==> config.mk <==
export PLATFORM = sky130hd
export DESIGN_NAME = record_serializer
export DESIGN_NICKNAME = d
export VERILOG_FILES = /design/src/rtl/record_serializer.sv
export SDC_FILE = /design/constraint.sdc
export NUM_CORES = 1
export LEC_CHECK = 0
export CAP_MARGIN = 20
export CORE_ASPECT_RATIO = 0.75
export CORE_MARGIN = 2
export CORE_UTILIZATION = 45
export CTS_CLUSTER_SIZE = 40
export DETAILED_ROUTE_END_ITERATION = 10
export PLACE_DENSITY = 0.65
export SLEW_MARGIN = 20
export SYNTH_ARGS = -nofsm -noshare
export SYNTH_HDL_FRONTEND = slang
export SYNTH_SLANG_ARGS = --single-unit
==> constraint.sdc <==
create_clock -name clk -period 9.5 [get_ports clk]
set_input_delay 0.95 -clock clk [delete_from_list [all_inputs] [get_ports clk]]
set_output_delay 0.95 -clock clk [all_outputs]
set_load 0.005 [all_outputs]
==> src/rtl/record_serializer.sv <==
// record_serializer: buffers 47-bit timestamp records in a FIFO and streams each one as three 16-bit words.
// Define RECORD_SERIALIZER_LOST_COUNT_EN to add a saturating 16-bit lost_count output.
module record_serializer #(
  parameter int DEPTH = 8
) (
  input  logic                     clk,
  input  logic                     reset_n,
  input  logic                     clear,
  input  logic                     in_rdy,
  input  logic [46:0]              in_data,
  output logic [15:0]              out_data,
  output logic                     out_valid,
  input  logic                     out_ready,
  output logic [$clog2(DEPTH):0]   fifo_count,
  output logic                     overflow
`ifdef RECORD_SERIALIZER_LOST_COUNT_EN
  ,
  output logic [15:0]              lost_count
`endif
);

  localparam int PTR_W = $clog2(DEPTH);
  localparam int CNT_W = PTR_W + 1;

  typedef enum logic [1:0] {IDLE, W0, W1, W2} state_t;

  logic [46:0]      mem_r [DEPTH];
  logic [PTR_W-1:0] wr_ptr_r;
  logic [PTR_W-1:0] rd_ptr_r;
  logic [CNT_W-1:0] count_r;
  logic [46:0]      rec_r;
  state_t           state_r;
  logic [15:0]      out_data_r;
  logic             out_valid_r;
  logic             overflow_r;

  state_t           state_s;
  logic             pop_s;
  logic             push_s;
  logic             drop_s;
  logic [46:0]      rec_s;
  logic [15:0]      out_data_s;

  // Next-state, pop decision and word selection; clear forces IDLE with no pop.
  always_comb begin
    state_s    = state_r;
    pop_s      = 1'b0;
    if (clear) begin
      state_s = IDLE;
      pop_s   = 1'b0;
    end else begin
      case (state_r)
        IDLE: begin
          if (count_r != {CNT_W{1'b0}}) begin
            state_s = W0;
            pop_s   = 1'b1;
          end else begin
            state_s = IDLE;
          end
        end
        W0: begin
          if (out_ready) state_s = W1;
          else           state_s = W0;
        end
        W1: begin
          if (out_ready) state_s = W2;
          else           state_s = W1;
        end
        W2: begin
          if (!out_ready) begin
            state_s = W2;
          end else if (count_r != {CNT_W{1'b0}}) begin
            state_s = W0;
            pop_s   = 1'b1;
          end else begin
            state_s = IDLE;
          end
        end
        default: begin
          state_s = IDLE;
          pop_s   = 1'b0;
        end
      endcase
    end

    // A full FIFO still accepts a record when the head leaves on the same edge.
    push_s = in_rdy && !clear && ((count_r < CNT_W'(DEPTH)) || pop_s);
    drop_s = in_rdy && !clear && !push_s;

    if (pop_s) rec_s = mem_r[rd_ptr_r];
    else       rec_s = rec_r;

    case (state_s)
      W0:      out_data_s = {1'b1, rec_s[46:32]};
      W1:      out_data_s = rec_s[31:16];
      W2:      out_data_s = rec_s[15:0];
      default: out_data_s = 16'h0000;
    endcase
  end

  // Record storage; contents need no reset because the pointers qualify them.
  always_ff @(posedge clk) begin
    if (push_s) mem_r[wr_ptr_r] <= in_data;
  end

  // FIFO pointers and occupancy; power-of-two depth makes pointer wrap free.
  always_ff @(posedge clk or negedge reset_n) begin
    if (!reset_n) begin
      wr_ptr_r <= {PTR_W{1'b0}};
      rd_ptr_r <= {PTR_W{1'b0}};
      count_r  <= {CNT_W{1'b0}};
    end else if (clear) begin
      wr_ptr_r <= {PTR_W{1'b0}};
      rd_ptr_r <= {PTR_W{1'b0}};
      count_r  <= {CNT_W{1'b0}};
    end else begin
      if (push_s) wr_ptr_r <= wr_ptr_r + PTR_W'(1);
      if (pop_s)  rd_ptr_r <= rd_ptr_r + PTR_W'(1);
      count_r <= count_r + CNT_W'(push_s) - CNT_W'(pop_s);
    end
  end

  // Serializer state, holding register and registered output word.
  always_ff @(posedge clk or negedge reset_n) begin
    if (!reset_n) begin
      state_r     <= IDLE;
      rec_r       <= 47'h0;
      out_data_r  <= 16'h0000;
      out_valid_r <= 1'b0;
    end else begin
      state_r     <= state_s;
      rec_r       <= rec_s;
      out_data_r  <= out_data_s;
      out_valid_r <= (state_s != IDLE);
    end
  end

  // Sticky drop indication.
  always_ff @(posedge clk or negedge reset_n) begin
    if (!reset_n)     overflow_r <= 1'b0;
    else if (clear)   overflow_r <= 1'b0;
    else if (drop_s)  overflow_r <= 1'b1;
    else              overflow_r <= overflow_r;
  end

`ifdef RECORD_SERIALIZER_LOST_COUNT_EN
  logic [15:0] lost_count_r;

  // Saturating count of dropped records.
  always_ff @(posedge clk or negedge reset_n) begin
    if (!reset_n)                               lost_count_r <= 16'h0000;
    else if (clear)                             lost_count_r <= 16'h0000;
    else if (drop_s && lost_count_r != 16'hFFFF) lost_count_r <= lost_count_r + 16'h0001;
    else                                        lost_count_r <= lost_count_r;
  end

  assign lost_count = lost_count_r;
`endif

  assign out_data   = out_data_r;
  assign out_valid  = out_valid_r;
  assign fifo_count = count_r;
  assign overflow   = overflow_r;

endmodule

==> results.txt <==
----------------------------------------------------
[Run status]
  Run status ... completed

[Timing]
  Sum of negative setup slack ... 0 ns
  Final critical path time including I/O delays and setup ... 4.50 ns
  Final setup violating endpoints ... 0
  Final hold violation count ... 0
  Worst Tran Pin Value ... 1.07 ns
  Final slew viol count ... 0
  Worst-case clock skew ... 0.0348 ns
  Highest Clock Rate ... 222 MHz
  Slew margin rel. ... 28.6%
  Setup repair after global routing missed its margin ... no
  Share of the cycle needed by the critical path after routing ... 47.4%

[Floorplanning]
  Effective utilization at floorplan ... 45.4%
  Die height ... 174 um
  Number of rows created at floorplan ... 62
  Std-Cell Core Area ... 38200 um^2
  I/O pin count ... 74
  Die ar. ... 40100 um^2
  Die outline width ... 231 um

[Drt]
  Total DRC errors in the routed layout ... 0
  Drt via density ... 5.51
  First-pass iteration count of the detailed router ... 5
  Vias after detailed routing ... 8181
  Final wirelength ... 34700 um
  Antenna violation net count after detailed routing ... 0
  WL/cell ... 23.4 um
  Initial detailed-routing violation count ... 589

[Synth]
  Async SR Flop Fraction ... 17.0%
  Total of flip-flops plus latches after synthesis ... 453
  Yosys warning total ... 0
  Netlist area before placement ... 17300 um^2
  Mean Syn Cell Area ... 20.3 um^2
  Primary FF master, synth ... edfxtp_1
  Synthesized instance count ... 854
  Mapped Nets ... 919
  Number of enable-type register cells in the synthesized netlist ... 376
  Register area share after synthesis ... 76.3%
  Synth cell types ... 41

[Placement]
  Number of placed instances with taps included ... 1411
  Placer congestion estimate ... 0.746
  HPWL reported at the end of detailed placement ... 19600 um
  Input/output buffers ... 73
  Area after detailed placement ... 18700 um^2

[Power]
  Worst-case vdd ir drop ... 148 uV
  Clock network fraction of design power ... 30.4%
  Share of power burned in combinational logic ... 21.4%
  P_leak ... 6.56 nW
  Total chip power ... 0.00516 W
  Total net switching power ... 0.00140 W
  Switching Share ... 27.1%
  Internal Dissipation ... 0.00376 W
  Sequential Power Share ... 48.2%
  Power density over cell area ... 259 nW/um^2

[Clock tree]
  Sinks on the clock net ... 453
  Hold_buf cts ... 0
  Clock buffer count from CTS ... 42
  Clock transition at the register clock pins on the worst setup and hold paths after CTS ... 0.06 ns
  Postcts setup bufs ... 0
  Clock tree from TritonCTS ... yes
  Depth of the CTS H-tree ... 2
  Count of cells resized by post-cts repair ... 0
  Clock root buffer master ... clkbuf_16
  Bufs on Longest Clock Path ... 3
  Clock latency on the worst-skew pair ... 0.55 ns

[GRT]
  Global-route wire length before repair ... 53500 um
  Largest net degree at the start of global routing ... 69
  Vias in the first global route ... 8815
  Total grt overflow ... 0
  Number of antenna violations at the first check in global routing ... 0
  Overall routing resource usage ... 17.9%

[Worst setup path]
  Origin of the worst setup path ... clear
  Critical setup path kind ... in2reg
  Largest delay share family, worst path ... buffers and inverters
  CP Data Required Time ... 9.90 ns
  Arrival time at the worst endpoint ... 4.90 ns
  Cells along the critical path ... clkdlybuf4s50_1 > or4_2 > inv_2 > ha_1 > inv_1 > ha_1 > fa_1 > nor2b_1
  Most numerous cell on the critical path ... ha_1
  CP max FO ... 64
  Largest stage delay on the critical path ... 1.29 ns
  Crit. End Element ... flop
  Startpoint of the worst register-to-register path ... state_r[0]
  Launching element type of the critical path ... primary input
  Slowest stage cell, crit path ... or4_2
  Worst Path Buf+Inv ... 3

[Layout]
  Number of nets at the end of the flow ... 1008
  Post-route cell area ... 20000 um^2
  Post-Layout Cell Count ... 1486
  Share of final-layout standard cells stronger than drive strength 1 ... 20.1%
  Antenna diode count ... 0
  Area overhead of the layout relative to synthesis ... 15.1%

[Flow run]
  Max-cap violation count ... 0

[Min path]
  Worst min path class ... in2async

----------------------------------------------------
## state kept, by name, summed over array words and instances (netlist names)
register / count
mem_r: 376
rec_r: 47
out_data: 16
fifo_count: 4
rd_ptr_r: 3
wr_ptr_r: 3
state_r: 2
out_valid: 1
overflow: 1
## final timing paths
kind / endpoint / slack, ns / cells after the start
worst max-delay path: fifo_count[1] / 5.00 / 8
worst max register to register: fifo_count[1] / 5.50 / 9
worst min-delay path: rec_r[34] / 0.22 / 1
max in group asynchronous: rd_ptr_r[0] / 8.10 / 2
min in group clk: rec_r[18] / 0.49 / 1
worst min register to register: rec_r[18] / 0.49 / 1
## synthesized netlist by cell type, types with 2 or more instances
master	instances	area (um^2)
buf_1	7	26.3
mux2i_1	40	400
buf_4	2	15.0
buf_2	20	100
nor2b_1	6	37.5
and2_0	2	12.5
or4_1	2	15.0
nor2_1	26	97.6
xor2_1	3	26.3
nor4_1	3	18.8
mux4_2	92	2070
nor3_1	5	25.0
o31ai_1	2	15.0
buf_6	2	22.5
xnor2_1	3	26.3
edfxtp_1	376	11300
a21oi_1	18	90.1
ha_1	12	150
a221o_1	15	150
a22o_1	2	17.5
nand2b_1	7	43.8
clkbuf_1	13	48.8
a211oi_1	10	75.1
o21ai_0	30	150
nand3_1	2	10.0
dfrtp_1	77	1930
inv_1	9	33.8
mux2_2	14	158
a21o_1	7	52.6
nand2_1	36	135
## power groups by stage
| stage | registers, W | logic [W] | clock network [W] |
|---|---|---|---|
| 2_1_floorplan | 0.00246 | 0.000796 | 0 |
| 3_3_place_gp | 0.00253 | 0.00109 | 0 |
| 3_5_place_dp | 0.00253 | 0.00111 | 0 |
| 4_1_cts | 0.00249 | 0.00112 | 0.00161 |
| 5_1_grt | 0.00251 | 0.00122 | 0.00169 |
| 6_report | 0.00249 | 0.00110 | 0.00157 |
## placed cells by master, fill, tap and decap left out, types with 10 or more instances in the layout
cell,netlist,routed
clkbuf_16,0,43
mux2i_1,40,40
a21oi_1,18,17
dfrtp_1,77,74
buf_4,2,17
edfxtp_1,376,376
clkdlybuf4s50_1,0,72
a211oi_1,10,10
mux2_2,14,14
nor2_1,26,23
o21ai_0,30,30
ha_1,12,12
nand2_1,36,36
clkinv_1,0,10
a221o_1,15,15
mux4_2,92,92
## worst reg2reg max path: cells and delay by family, from the launching register on
family,cells,cell delay (ns)
buf+inv,3,0.84
flops,1,0.38
fa+ha+maj,4,1.31
simple gates,2,1.31
## area by class of cell
class	instances	area, um^2
multi-input combinational	347	3930
tap	512	641
inverter	10	37.5
sequential	453	13200
timing repair buffer	89	848
fill	3020	18200
clock buffer	55	1150
clock inverter	20	123
## per-layer routing
| layer | GRT usage, % | part of all wire, % |
|---|---|---|
| met1 | 25.3 | 45 |
| met3 | 2.82 | 4.0 |
| met5 | 0 | 0 |
| met4 | 3.79 | 1.5 |
| met2 | 29.7 | 50 |
## stage by stage
| step | utilization [%] | hold slack (ns) | worst slack [ns] |
|---|---|---|---|
| floorplan | - | 0.446 | 2.58 |
| global placement | 48.9 | 0.473 | 4.53 |
| detailed placement | 48.9 | 0.472 | 4.43 |
| CTS | 52.3 | 0.205 | 5.02 |
| global route | 52.3 | 0.224 | 4.78 |
| finish | 52.3 | 0.222 | 5.00 |
## cell families after synthesis
family / Yosys count / synth area share [%]
buf+inv: 54 / 1.44
fa+ha+maj: 13 / 0.982
flops: 453 / 76.3
xor+xnor: 6 / 0.303
compound gates: 89 / 3.37
mux: 146 / 15.2
simple gates: 93 / 2.48
Power figures use the tool's default switching activity.
